<file path="src/rtl/led_blinker_pkg.sv">
// Shared definitions for the multi-channel LED blinker.
//   - mode encodings held in CTRL[1:0]
//   - per-channel register offsets (low two word-address bits)
//   - STATUS / CTRL field positions
//   - bus handshake FSM encoding
//   - byte-strobe merge helper used by every writable register
package led_blinker_pkg;

  typedef enum logic [1:0] {
    MODE_OFF     = 2'b00,
    MODE_ON      = 2'b01,
    MODE_BLINK   = 2'b10,
    MODE_ONESHOT = 2'b11
  } mode_e;

  localparam logic [1:0] REG_CTRL   = 2'd0;
  localparam logic [1:0] REG_PERIOD = 2'd1;
  localparam logic [1:0] REG_ONTIME = 2'd2;
  localparam logic [1:0] REG_STATUS = 2'd3;

  localparam int STATUS_RUNNING_BIT = 0;
  localparam int STATUS_DONE_BIT    = 1;
  localparam int STATUS_REMAIN_LSB  = 8;
  localparam int CTRL_COUNT_LSB     = 8;

  typedef enum logic {
    BUS_IDLE = 1'b0,
    BUS_ACK  = 1'b1
  } bus_state_e;

  // Replace only the byte lanes selected by strb.
  function automatic logic [31:0] apply_wstrb(input logic [31:0] old_val,
                                              input logic [31:0] new_val,
                                              input logic [3:0]  strb);
    logic [31:0] r;
    r = old_val;
    for (int b = 0; b < 4; b++) begin
      if (strb[b]) r[8*b +: 8] = new_val[8*b +: 8];
    end
    return r;
  endfunction

endpackage

</file>
<file path="src/rtl/led_blink_channel.sv">
// One LED channel: CTRL/PERIOD/ONTIME registers, period counter,
// one-shot pulse counter, sticky done flag and the led output.
// Ports:
//   clk, rst             clock, asynchronous active-high reset
//   wr_en                commit a write to this channel on this edge
//   wr_reg/wr_data/wr_strb  register index, data and byte strobes of the write
//   rd_reg               register index for the combinational read port
//   rd_data              read value (unused bits are 0)
//   led                  LED output, 1 = lit
//   done                 sticky one-shot completion flag
module led_blink_channel
  import led_blinker_pkg::*;
#(
  parameter int CNT_WIDTH   = 24,
  parameter int PULSE_WIDTH = 8
) (
  input  logic        clk,
  input  logic        rst,
  input  logic        wr_en,
  input  logic [1:0]  wr_reg,
  input  logic [31:0] wr_data,
  input  logic [3:0]  wr_strb,
  input  logic [1:0]  rd_reg,
  output logic [31:0] rd_data,
  output logic        led,
  output logic        done
);

  localparam logic [CNT_WIDTH-1:0]   CNT_ONE   = 1;
  localparam logic [PULSE_WIDTH-1:0] PULSE_ONE = 1;

  mode_e                  mode_q,    mode_d;
  logic [PULSE_WIDTH-1:0] count_q,   count_d;
  logic [CNT_WIDTH-1:0]   period_q,  period_d;
  logic [CNT_WIDTH-1:0]   ontime_q,  ontime_d;
  logic [CNT_WIDTH-1:0]   cnt_q,     cnt_d;
  logic [PULSE_WIDTH-1:0] remain_q,  remain_d;
  logic                   running_q, running_d;
  logic                   done_q,    done_d;

  logic [31:0] ctrl_img, status_img;
  logic [31:0] ctrl_new, period_new, ontime_new;
  logic        ctrl_wr, period_wr, ontime_wr, status_clr;
  logic        wrap, done_set;
  logic        unused_bits;

  assign ctrl_img   = (32'(count_q) << CTRL_COUNT_LSB) | {30'b0, mode_q};
  assign status_img = (32'(remain_q) << STATUS_REMAIN_LSB)
                    | {30'b0, done_q, running_q};

  assign ctrl_new   = apply_wstrb(ctrl_img, wr_data, wr_strb);
  assign period_new = apply_wstrb(32'(period_q), wr_data, wr_strb);
  assign ontime_new = apply_wstrb(32'(ontime_q), wr_data, wr_strb);
  // Field extraction drops the upper bits of the merged words.
  assign unused_bits = ^{ctrl_new, period_new, ontime_new};

  assign ctrl_wr    = wr_en && (wr_reg == REG_CTRL);
  assign period_wr  = wr_en && (wr_reg == REG_PERIOD);
  assign ontime_wr  = wr_en && (wr_reg == REG_ONTIME);
  assign status_clr = wr_en && (wr_reg == REG_STATUS) && wr_strb[0]
                      && wr_data[STATUS_DONE_BIT];

  // >= rather than == so that shrinking PERIOD below cnt wraps at once.
  assign wrap = running_q && (cnt_q >= period_q);

  always_comb begin
    mode_d    = mode_q;
    count_d   = count_q;
    period_d  = period_q;
    ontime_d  = ontime_q;
    cnt_d     = cnt_q;
    remain_d  = remain_q;
    running_d = running_q;
    done_set  = 1'b0;

    if (period_wr) period_d = period_new[CNT_WIDTH-1:0];
    if (ontime_wr) ontime_d = ontime_new[CNT_WIDTH-1:0];

    if (ctrl_wr) begin
      // A CTRL write always restarts the channel and beats a coincident wrap.
      mode_d    = mode_e'(ctrl_new[1:0]);
      count_d   = ctrl_new[CTRL_COUNT_LSB +: PULSE_WIDTH];
      cnt_d     = '0;
      running_d = (mode_d == MODE_BLINK) || (mode_d == MODE_ONESHOT);
      remain_d  = (mode_d == MODE_ONESHOT) ? count_d : '0;
    end else begin
      if (running_q) cnt_d = wrap ? '0 : cnt_q + CNT_ONE;
      else           cnt_d = '0;

      if (running_q && (mode_q == MODE_ONESHOT)) begin
        if (remain_q == '0) begin
          // Pulse count of zero: finish one clock after the CTRL write.
          running_d = 1'b0;
          done_set  = 1'b1;
        end else if (wrap) begin
          remain_d = remain_q - PULSE_ONE;
          if (remain_q == PULSE_ONE) begin
            running_d = 1'b0;
            done_set  = 1'b1;
          end
        end
      end
    end

    // Set beats a simultaneous software clear.
    if (done_set)        done_d = 1'b1;
    else if (status_clr) done_d = 1'b0;
    else                 done_d = done_q;
  end

  always_ff @(posedge clk or posedge rst) begin
    if (rst) begin
      mode_q    <= MODE_OFF;
      count_q   <= '0;
      period_q  <= '0;
      ontime_q  <= '0;
      cnt_q     <= '0;
      remain_q  <= '0;
      running_q <= 1'b0;
      done_q    <= 1'b0;
    end else begin
      mode_q    <= mode_d;
      count_q   <= count_d;
      period_q  <= period_d;
      ontime_q  <= ontime_d;
      cnt_q     <= cnt_d;
      remain_q  <= remain_d;
      running_q <= running_d;
      done_q    <= done_d;
    end
  end

  always_comb begin
    led = 1'b0;
    case (mode_q)
      MODE_OFF:     led = 1'b0;
      MODE_ON:      led = 1'b1;
      MODE_BLINK:   led = cnt_q < ontime_q;
      // remain_q != 0 keeps a zero-count one-shot dark for its single cycle.
      MODE_ONESHOT: led = running_q && (remain_q != '0) && (cnt_q < ontime_q);
      default:      led = 1'b0;
    endcase
  end

  always_comb begin
    rd_data = '0;
    case (rd_reg)
      REG_CTRL:   rd_data = ctrl_img;
      REG_PERIOD: rd_data = 32'(period_q);
      REG_ONTIME: rd_data = 32'(ontime_q);
      REG_STATUS: rd_data = status_img;
      default:    rd_data = '0;
    endcase
  end

  assign done = done_q;

endmodule

</file>
<file path="src/rtl/led_blinker_mc.sv">
// Multi-channel LED blink/PWM peripheral on the PicoRV32 native bus.
// Holds the bus handshake FSM, address decode, read mux and irq OR;
// each channel lives in led_blink_channel.
// Ports:
//   clk, reset                 clock, asynchronous active-high reset
//   mem_valid/mem_addr         request and word address {channel, reg[1:0]}
//   mem_wstrb/mem_wdata        byte strobes (0 = read) and write data
//   mem_rdata/mem_ready        read data and one-cycle acknowledge
//   led                        per-channel LED outputs
//   irq                        registered OR of all done flags
// Handshake: a request seen in IDLE is committed on the next edge, which
// also raises mem_ready for exactly one cycle together with mem_rdata;
// mem_rdata is 0 whenever mem_ready is 0.
module led_blinker_mc
  import led_blinker_pkg::*;
#(
  parameter int CHANNELS    = 4,
  parameter int CNT_WIDTH   = 24,
  parameter int PULSE_WIDTH = 8
) (
  input  logic                        clk,
  input  logic                        reset,
  input  logic                        mem_valid,
  input  logic [$clog2(CHANNELS)+1:0] mem_addr,
  input  logic [3:0]                  mem_wstrb,
  input  logic [31:0]                 mem_wdata,
  output logic [31:0]                 mem_rdata,
  output logic                        mem_ready,
  output logic [CHANNELS-1:0]         led,
  output logic                        irq
);

  localparam int AW = $clog2(CHANNELS) + 2;

  bus_state_e bus_state_q, bus_state_d;
  logic [31:0] mem_rdata_q, mem_rdata_d;
  logic        irq_q, irq_d;

  logic          req, is_write, in_range;
  logic [AW-1:0] chan_idx;
  logic [31:0]   rd_mux;
  logic [31:0]   ch_rd [CHANNELS];
  logic [CHANNELS-1:0] ch_done;

  assign req      = (bus_state_q == BUS_IDLE) && mem_valid;
  assign is_write = |mem_wstrb;
  assign chan_idx = mem_addr >> 2;
  assign in_range = chan_idx < AW'(CHANNELS);

  for (genvar i = 0; i < CHANNELS; i++) begin : g_ch
    led_blink_channel #(
      .CNT_WIDTH  (CNT_WIDTH),
      .PULSE_WIDTH(PULSE_WIDTH)
    ) u_ch (
      .clk    (clk),
      .rst    (reset),
      .wr_en  (req && is_write && (chan_idx == AW'(i))),
      .wr_reg (mem_addr[1:0]),
      .wr_data(mem_wdata),
      .wr_strb(mem_wstrb),
      .rd_reg (mem_addr[1:0]),
      .rd_data(ch_rd[i]),
      .led    (led[i]),
      .done   (ch_done[i])
    );
  end

  always_comb begin
    rd_mux = '0;
    for (int i = 0; i < CHANNELS; i++) begin
      if (chan_idx == AW'(i)) rd_mux = ch_rd[i];
    end
  end

  // Bus FSM: state register.
  always_ff @(posedge clk or posedge reset) begin
    if (reset) bus_state_q <= BUS_IDLE;
    else       bus_state_q <= bus_state_d;
  end

  // Bus FSM: next state.
  always_comb begin
    bus_state_d = bus_state_q;
    case (bus_state_q)
      BUS_IDLE: if (mem_valid) bus_state_d = BUS_ACK;
      BUS_ACK:  bus_state_d = BUS_IDLE;
      default:  bus_state_d = BUS_IDLE;
    endcase
  end

  // Bus FSM: outputs.
  always_comb begin
    mem_ready = (bus_state_q == BUS_ACK);
  end

  // Read data is captured with the request and cleared on every other edge.
  always_comb begin
    mem_rdata_d = '0;
    if (req && !is_write && in_range) mem_rdata_d = rd_mux;
    irq_d = |ch_done;
  end

  always_ff @(posedge clk or posedge reset) begin
    if (reset) begin
      mem_rdata_q <= '0;
      irq_q       <= 1'b0;
    end else begin
      mem_rdata_q <= mem_rdata_d;
      irq_q       <= irq_d;
    end
  end

  assign mem_rdata = mem_rdata_q;
  assign irq       = irq_q;

endmodule

</file>
<file path="config.mk">
export PLATFORM = sky130hd
export DESIGN_NAME = led_blinker_mc
export DESIGN_NICKNAME = d
export VERILOG_FILES = /design/src/rtl/led_blinker_pkg.sv /design/src/rtl/led_blink_channel.sv /design/src/rtl/led_blinker_mc.sv
export SDC_FILE = /design/constraint.sdc
export NUM_CORES = 1
export LEC_CHECK = 0
export BUFFER_PORTS_ARGS = -buffer_cell sky130_fd_sc_hd__buf_2
export CAP_MARGIN = 10
export CORE_ASPECT_RATIO = 0.6
export CORE_UTILIZATION = 30
export CTS_CLUSTER_DIAMETER = 120
export DETAILED_ROUTE_END_ITERATION = 10
export PLACE_DENSITY = 0.43
export SETUP_SLACK_MARGIN = 0.15
export SLEW_MARGIN = 15
export SYNTH_ARGS = -nofsm -noshare
export SYNTH_HDL_FRONTEND = slang
export SYNTH_SLANG_ARGS = --single-unit
export TNS_END_PERCENT = 10
</file>
<file path="constraint.sdc">
create_clock -name clk -period 31.4 [get_ports clk]
set_clock_uncertainty 0.05 [all_clocks]
set_input_delay 3.14 -clock clk [delete_from_list [all_inputs] [get_ports clk]]
set_output_delay 3.14 -clock clk [all_outputs]
set_load 0.05 [all_outputs]
</file>
==> Word-level counts from Yosys, hierarchy flattened <==
Cells that the tools add are included.
{ "op_classes": {"n_addsub": 8, "n_lt_le_gt_ge": 9, "eq_ne": 34, "n_mux": 103, "n_bitwise": 9, "n_reduce_logical": 121} }
{ "ops": {"columns": ["op", "n"], "rows": [
  ["32-bit case mux with 4 select lines", 4],
  ["24-bit 2-to-1 mux", 12],
  ["8-bit 2-to-1 mux", 24],
  ["32-bit 2-to-1 mux", 5],
  ["16-bit by 2-bit bitwise OR with 16-bit output", 8],
  ["24-bit by 1-bit adder with 24-bit output (second input constant)", 4],
  ["24-bit greater-or-equal comparator", 4],
  ["24-bit < comparator", 4],
  ["1-bit 2-to-1 mux", 49],
  ["1-bit logical AND", 48],
  ["2-bit AND reduction", 24],
  ["2-bit equality test (second input constant)", 20],
  ["8-bit by 1-bit equality test with 1-bit output (second input constant)", 4],
  ["8-bit zero test", 4],
  ["8-bit nonzero test", 4],
  ["8-bit by 1-bit subtractor with 8-bit output (second input constant)", 4],
  ["3-bit AND reduction", 8],
  ["2-bit nonzero test", 12],
  ["3-bit nonzero test", 8],
  ["1-bit case mux with 4 select lines", 4],
  ["2-bit by 1-bit equality test with 1-bit output (second input constant)", 6],
  ["2-bit zero test", 5],
  ["2-bit 2-to-1 mux", 4],
  ["2-bit by 1-bit inequality test with 1-bit output (second input constant)", 4],
  ["other kinds (7)", 11]
]} }
{ "word_totals": {"register_bits": 402, "in_bits": 43, "output_inout_bits": 38, "word_cells": 335} }

==> Logic depth before layout (Yosys ltp) <==
Gate-level depths: netlist of run 1.
{ "logic_depth": {"word_depth": 9, "mapped_depth": 11} }

==> Modules after synthesis <==
From an unflattened synthesis of run 1, not the netlist that was laid out.
{ "unflattened": {"cells_unflattened": 2382, "hier_area_um2": 25557.0} }
{ "modules_own_cells": {"columns": ["module", "n_inst", "cells_per_inst", "area_each_um2"], "rows": [
  ["led_blink_channel at g_ch[0].u_ch ...", 3, 573, 5910.7],
  ["led_blink_channel at g_ch[3].u_ch", 1, 542, 5848.1],
  ["led_blinker_mc", 1, 121, 1976.9]
]} }

==> Worst setup path before layout of run 1 <==
OpenSTA, ideal clock, no wires.
{ "synth_timing": {"path_type": "reg2out", "startpoint": "register g_ch[3].u_ch.cnt_q[17]", "endpoint": "output port led[3]", "arrival_time_ns": 1.975, "path_slack_ns": 26.235, "path_stages_with_launch": 10, "path_buffers": 1, "path_cell_list": "dfrtp_1 > ha_1 > a21o_1 > a21o_1 > a21oi_1 > nor2_1 > a2111oi_0 > a21oi_1 > a21oi_1 > buf_4"} }
{ "synth_between": {"elab_chain_len": 3} }
{ "synth_lines": {"columns": ["element", "line_no", "text"], "rows": [
  ["start, declared", "led_blink_channel.sv:36", "logic [CNT_WIDTH-1:0] cnt_q, cnt_d;"],
  ["start signal, assigned", "led_blink_channel.sv:126", "cnt_q <= cnt_d;"],
  ["24-bit < comparator (*)", "led_blink_channel.sv:138, led_blink_channel.sv:140", null],
  ["1-bit logical AND", "led_blink_channel.sv:140", "MODE_ONESHOT: led = running_q && (remain_q != '0) && (cnt_q < ontime_q);"],
  ["1-bit case mux with 4 select lines (*)", "led_blink_channel.sv:135", "case (mode_q)"],
  ["end, declared", "led_blinker_mc.sv:29", "output logic [CHANNELS-1:0] led,"]
]} }
Mark *: on every way between the ends. The rest lies on a longest branch, timed or not.

==> Worst setup path in the final report of run 1 <==
Ends and elaborated chain as after synthesis.

==> results.md, run 1 <==
* Core ar. at 0.0775 mm²
* Multi-input logic area at 0.0124 mm²
* Largest family of logic cells by synthesized area: multiplexers
* Slew HR at 23.7%
* DP HPWL at 60.7 mm
* Clk sinks at 394
* Post-Synth XOR/XNOR Area at 3.73%
* CP max stage delay at 0.76 ns
* Synthesis Warnings at 0
* Crit-path most repeated cell: a21oi_1
* Outcome: finished clean
* Initial antenna violation count at 6
* Min Tclk post-route at 6.91 ns
* Vias in the first global route at 18,000
* Slowest CP cell: a2111oi_0
* Post-synthesis sequential area ratio at 42.0%
* Area Growth Syn to Fin at 11.8%
* RSZ-0062 raised after global routing: false
* Die boundary width at 363 µm
* Max Freq at 145 MHz
* Post-Route WL at 80.5 mm
* Final routed DRC violation total at 0
* Die area at 0.0794 mm²
* CTS clk-pin slew, worst paths at 0.07 ns
* I/O Pins at 81
* Crit Path Class: reg -> out
* Mux contribution to synthesized area at 13.4%
* Count of cells resized by post-cts repair at 0
* Final setup vio count at 0
* Largest net degree at the start of global routing at 118
* WL/cell at 23.4 µm
* Post-synth EDFFs at 0
* Vias per inst at 5.26
* Nets@finish at 2,596
* Layout cells sized above 1 at 17.7%
* Most common cell in the netlist: dfrtp_1
* Crit-path cells: ha_1, a21o_1, a21o_1, a21oi_1, nor2_1, a2111oi_0, a21oi_1, a21oi_1, buf_2
* Worst ir drop on vdd at 0.0324 mV
* Async SR Flop Fraction at 100%
* Pwr dens at 54.7 mW/mm²
* CP Launch Type: flop
* Max-cap viol count at 0
* Final worst path period share at 22.0%
* Mapped Area at 0.0235 mm²
* Starting density of the core at 30.3%
* Hold bufs inserted after CTS at 0
* Htree depth at 2
* Fillers at 8,008
* Port Buf Inserts at 64
* Area share of the largest cell type after synthesis at 42.0%
* # rows at 79
* Synth area leader: dfrtp_1
* Post-CTS Setup Inserts at 0
* DR vias at 18,100
* Compound-cell area share of the yosys netlist at 12.5%
* TritonCTS Buffers at 44
* Commonest cells in the netlist: dfrtp_1 (394), mux2_2 (237), inv_1 (217), ha_1 (204), nor2_1 (178)
* Cells after Synth at 2,310
* CTS tree: done
* Pleak at 12.1 nW
* Final GP Congestion at 0.888
* Simple-Gate Fraction of Synth Area at 12.1%
* Adder-Cell Fraction of Synth Area at 10.9%
* Final ANT Viol Nets at 0
* Clk buf depth at 3
* First-pass GRT wire length at 119 mm
* Pre-antenna DRT Iters at 5
* Slew Viols, Final at 0
* Synth Area per Inst at 10.2 µm²
* WP data required at 28.21 ns
* Synth cell types at 74
* Sum of negative setup slack at 0 ns
* Worst EP arrival at 3.72 ns
* GR Util All Layers at 20.4%
* DRT iter0 DRCs at 1,410
* FF+latch area at 0.00986 mm²
* Synth Flop Type: dfrtp_1
* Yosys reg bits at 394
* Overflow after GRT at 0
* CP Capture Type: output pin
* Clock root cell: clkbuf_16
* Die height at 219 µm
* Tot Pwr at 1.44 mW
* Clock insertion delay at the later pin of the skew report at 0.59 ns
* Top fanout value on the critical path at 6
* Hold/Removal Path Class: reg -> reg
* Final Hold Vio Count at 0
* Worst Tran Pin Value at 1.14 ns
* Area contributors post-synth: dfrtp_1 (42%), mux2_2 (11%), ha_1 (11%)
-- path summary, 6_finish.rpt --
path                                                  startpoint                                    end  slack [ns]  cells after the start
hold reg to reg            g_ch[1].u_ch.ontime_q[14]$_DFFE_PP0P_  g_ch[1].u_ch.ontime_q[14]$_DFFE_PP0P_        0.45                      1
setup reg to reg                 g_ch[3].u_ch.cnt_q[0]$_DFF_PP0_       g_ch[3].u_ch.cnt_q[13]$_DFF_PP0_       27.94                      8
setup / recovery                g_ch[3].u_ch.cnt_q[17]$_DFF_PP0_                                 led[3]       24.49                      9
max in group asynchronous                                  reset        g_ch[2].u_ch.cnt_q[6]$_DFF_PP0_       26.17                      4
hold / removal             g_ch[1].u_ch.ontime_q[14]$_DFFE_PP0P_  g_ch[1].u_ch.ontime_q[14]$_DFFE_PP0P_        0.45                      1
min in group asynchronous                                  reset       g_ch[0].u_ch.cnt_q[16]$_DFF_PP0_        2.66                      2
-- logic make-up (layout without fill, tap and decap cells) --
logic type                 Yosys count  in the layout
other                                1             11
muxes                              271            271
and+or+nand+nor                    593            593
xor gates and xnor gates           100            100
AOI/OAI and AO/OA                  434            434
DFF                                394            394
buffers and inverters              313            377
adders and majority gates          204            204
-- sequential cells by signal, indices dropped and copies added (netlist names) --
name and cells:
g_ch.u_ch.cnt_q 96, g_ch.u_ch.count_q 32, g_ch.u_ch.done 4, g_ch.u_ch.mode_q 8
g_ch.u_ch.ontime_q 96, g_ch.u_ch.period_q 96, g_ch.u_ch.remain_q 32, g_ch.u_ch.running_q 4
irq 1, mem_rdata 24, mem_ready 1
-- cell usage in the layout, fill, tap and decap left out, drive strengths merged, types with 44 or more instances in the layout --
cell	n
xnor2	44
buf	81
ha	204
xor2	56
mux2	237
a21o	46
nand2	167
nand3	51
inv	217
o21ai	92
a221oi	74
nor2	182
clkbuf	66
a21oi	115
dfrtp	394
-- report_power, final --
part | switching, mW | total, mW | internal (mW)
Sequential | 0.0647 | 0.633 | 0.568
Combinational | 0.167 | 0.278 | 0.111
Clock | 0.230 | 0.525 | 0.294
-- worst max-delay path: cells and delay by family (launching register included) --
kind,cells,cell delay (ns)
AOI/OAI and AO/OA,6,1.92
DFF,1,0.46
adders and majority gates,1,0.35
buffers and inverters,1,0.35
and+or+nand+nor,1,0.05
-- metrics by stage --
stage | worst slack, ns | std cells | utilization (%) | hold WS [ns] | cell area (µm²)
2_1_floorplan | 17.26 | 2317 | - | 0.400 | 23500
3_3_place_gp | 25.00 | 3355 | 32.0 | 0.437 | 24800
3_5_place_dp | 25.02 | 3355 | 32.0 | 0.444 | 24800
4_1_cts | 24.49 | 3433 | 33.8 | 0.458 | 26200
5_1_grt | 24.41 | 3434 | 33.8 | 0.462 | 26200
6_report | 24.49 | 3437 | 33.9 | 0.454 | 26200
-- routing by layer --
| layer | track usage, % | vias to the layer above | part of all wire (%) | wire length [µm] |
|---|---|---|---|---|
| met5 | 0 | - | 0 | 0 |
| met4 | 4.42 | 0 | 1.8 | 1430 |
| met3 | 4.30 | 90 | 7.4 | 5980 |
| met2 | 26.7 | 493 | 38 | 30300 |
| met1 | 32.9 | 9235 | 53 | 42800 |
| li1 | - | 8268 | - | - |
-- cell type report --
class	count	area share [%]
antenna	3	0.0286
clock buffer	65	4.96
clock inverter	13	0.362
inverter	217	3.13
multi-input combinational	1610	47.2
sequential	394	37.6
tap	1053	5.02
timing repair buffer	82	1.74
No activity file was read; power rests on OpenSTA's default activity.
==> inputs of run 2 (changes only) <==
--- a/config.mk
+++ b/config.mk
@@ -5,6 +5,7 @@
 export SDC_FILE = /design/constraint.sdc
 export NUM_CORES = 1
 export LEC_CHECK = 0
+export ABC_AREA = 1
 export BUFFER_PORTS_ARGS = -buffer_cell sky130_fd_sc_hd__buf_2
 export CAP_MARGIN = 10
 export CORE_ASPECT_RATIO = 0.6
==> constraint.sdc (replaced) <==
create_clock -name clk -period 6.82 [get_ports clk]
set_clock_uncertainty 0.05 [all_clocks]
set_input_delay 0.682 -clock clk [delete_from_list [all_inputs] [get_ports clk]]
set_output_delay 0.682 -clock clk [all_outputs]
set_load 0.05 [all_outputs]
==> results.md, run 2 <==
* Largest net degree at the start of global routing at 150
* Async SR Flop Fraction at 100%
* TritonCTS Buffers at 45
* Clk buf depth at 3
* WL/cell at 21.6 µm
* First-pass GRT wire length at 139 mm
* Cells after Synth at 3,162
* RSZ-0062 raised after global routing: false
* Post-route cell area at 0.0273 mm²
* DRT iter0 DRCs at 2,087
* Area share of the largest cell type after synthesis at 40.1%
* Most Used Layer, Global Route: met1
* Hold/Removal Path Class: in -> async
* Worst ir drop on vdd at 0.140 mV
* Leading registers by flop count: g_ch.u_ch.cnt_q (96), g_ch.u_ch.ontime_q (96), g_ch.u_ch.period_q (96)
* Worst slack at placement at 2.82 ns
* Mapped Area at 0.0246 mm²
* Delay-heaviest family, CP: compound AO/OA/AOI/OAI gates
* Pre-antenna DRT Iters at 6
* CTS clk-pin slew, worst paths at 0.07 ns
* Final ANT Viol Nets at 0
* Synth Flop Type: dfrtp_1
* Slowest CP cell: dfrtp_1
* Clk sinks at 394
* CTS tree: done
* Min Tclk post-route at 3.67 ns
* Vias in the first global route at 21,100
* DP HPWL at 71.6 mm
* Most common cell in the netlist: nand2_1
* WP data required at 6.09 ns
* GR met1 Demand/Resource at 36.2%
* Post-synthesis sequential area ratio at 40.1%
* Slew Viols, Final at 0
* Util after Layout at 34.0%
* Most frequent standard cell in the layout excluding fill and tap cells: nand2_1
* Htree depth at 2
* Commonest cells after routing, fill and taps aside: nand2_1 (756), inv_1 (427), dfrtp_1 (394)
* M2 GR Usage at 30.2%
* Die height at 224 µm
* CP max stage delay at 0.46 ns
* Max Freq at 273 MHz
* Layout cells sized above 1 at 8.16%
* Sum of negative setup slack at 0 ns
* Port Buf Inserts at 64
* Final worst path period share at 53.8%
* Crit-path most repeated cell: nand2_1
* GR Layer Usage met3 at 4.70%
* Clock root cell: clkbuf_16
* CP Launch Type: flop
* Post-synth EDFFs at 0
* Slew HR at 31.7%
* Synth Area per Inst at 7.78 µm²
* Die area at 0.0832 mm²
* # rows at 80
* Commonest cells in the netlist: nand2_1 (757), inv_1 (428), dfrtp_1 (394), o21ai_0 (280), nor2_1 (212)
* Top fanout value on the critical path at 5
* Pleak at 12.9 nW
* Post-Route WL at 92.9 mm
* Tot Pwr at 7.63 mW
* Setup slack after layout at 3.15 ns
* I/O Pins at 81
* Initial antenna violation count at 6
* Max-cap viol count at 0
* Nets@finish at 3,439
* Clock insertion delay at the later pin of the skew report at 0.62 ns
* CP Capture Type: output pin
* Vias per inst at 5.13
* Worst EP arrival at 2.94 ns
* Worst Tran Pin Value at 1.02 ns
* Final GP Congestion at 0.941
* Post-CTS Setup Inserts at 0
* Area Growth Syn to Fin at 11.0%
* Synthesis Warnings at 0
* Final Hold Vio Count at 0
* Overflow after GRT at 0
* Placed Area at 0.0258 mm²
* Hold bufs inserted after CTS at 0
* Crit-path cells: ha_1, nand2_1, o21a_1, o21ai_0, nand2_1, nand2_1, nand2_1, nand2_1, nand2_1, buf_2
* Core ar. at 0.0803 mm²
* Die boundary width at 372 µm
* Pwr dens at 280 mW/mm²
* Crit Path Class: reg -> out
* Synth cell types at 57
* DR vias at 22,000
* Final routed DRC violation total at 0
* Count of cells resized by post-cts repair at 0
* Outcome: finished clean
* Buffer and inverter count on the worst path at 1
* Final setup vio count at 0
* Synth area leader: dfrtp_1
* GR Util All Layers at 22.5%
* Yosys reg bits at 394
* Starting density of the core at 30.6%
* Area contributors post-synth: dfrtp_1 (40%), nand2_1 (12%), ha_1 (10%)
run 2: worst paths after layout:
check	startpoint	endpoint	slack, ns	cells after the start
worst max-delay path	g_ch[0].u_ch.cnt_q[3]$_DFF_PP0_	led[0]	3.15	10
worst min-delay path	reset	g_ch[1].u_ch.ontime_q[3]$_DFFE_PP0P_	0.22	3
worst max register to register	mem_ready$_DFF_PP0_	g_ch[3].u_ch.cnt_q[18]$_DFF_PP0_	4.17	10
worst min register to register	g_ch[1].u_ch.ontime_q[14]$_DFFE_PP0P_	g_ch[1].u_ch.ontime_q[14]$_DFFE_PP0P_	0.43	2
max in group asynchronous	reset	g_ch[2].u_ch.period_q[12]$_DFFE_PP0P_	5.07	4
min in group clk	g_ch[1].u_ch.ontime_q[14]$_DFFE_PP0P_	g_ch[1].u_ch.ontime_q[14]$_DFFE_PP0P_	0.43	2
run 2: through the flow:
| step | hold slack (ns) | cells |
|---|---|---|
| after detailed placement | 0.423 | 4211 |
| after global placement | 0.416 | 4211 |
| after CTS | 0.219 | 4291 |
| after global routing | 0.271 | 4292 |
| final | 0.219 | 4296 |
| after floorplan | 0.399 | 3169 |
run 2: where the power goes:
| group | internal (mW) | leakage, nW | switching [mW] |
|---|---|---|---|
| clock network | 1.44 | 0.732 | 1.10 |
| registers | 2.70 | 5.20 | 0.336 |
| logic | 0.652 | 6.95 | 1.40 |
run 2: per-layer routing:
layer | up-vias | routed length [µm] | share of wire (%)
met5 | - | 0 | 0
met4 | 0 | 1410 | 1.5
met3 | 94 | 7690 | 8.3
met2 | 666 | 35900 | 39
met1 | 10800 | 47900 | 52
li1 | 10500 | - | -
run 2: layout make-up:
| class | instances | area, µm² |
|---|---|---|
| fill | 8569 | 53000 |
| multi-input combinational | 2222 | 12500 |
| sequential | 394 | 9860 |
| inverter | 450 | 1710 |
| tap | 1066 | 1330 |
| clock buffer | 59 | 1250 |
| timing repair buffer | 79 | 458 |
| clock inverter | 21 | 215 |
| antenna | 5 | 12.5 |
run 2: tightest hold or removal path, cell delays in order:
cell and delay, ns:
buf_2 0.11, clkinvlp_4 0.05, buf_4 0.51
run 2: logic make-up (layout without fill, tap and decap cells):
kind of cell             count (synthesis)  after routing  share of synthesized area (%)
buffers and inverters                  553            609                           9.40
AND/OR/NAND/NOR                       1266           1266                           22.6
XOR/XNOR                                46             46                           1.64
other                                    1             13                         0.0152
adder cells (fa/ha/maj)                204            204                           10.4
flip-flops                             394            394                           40.1
AO/OA/AOI/OAI                          698            698                           15.9
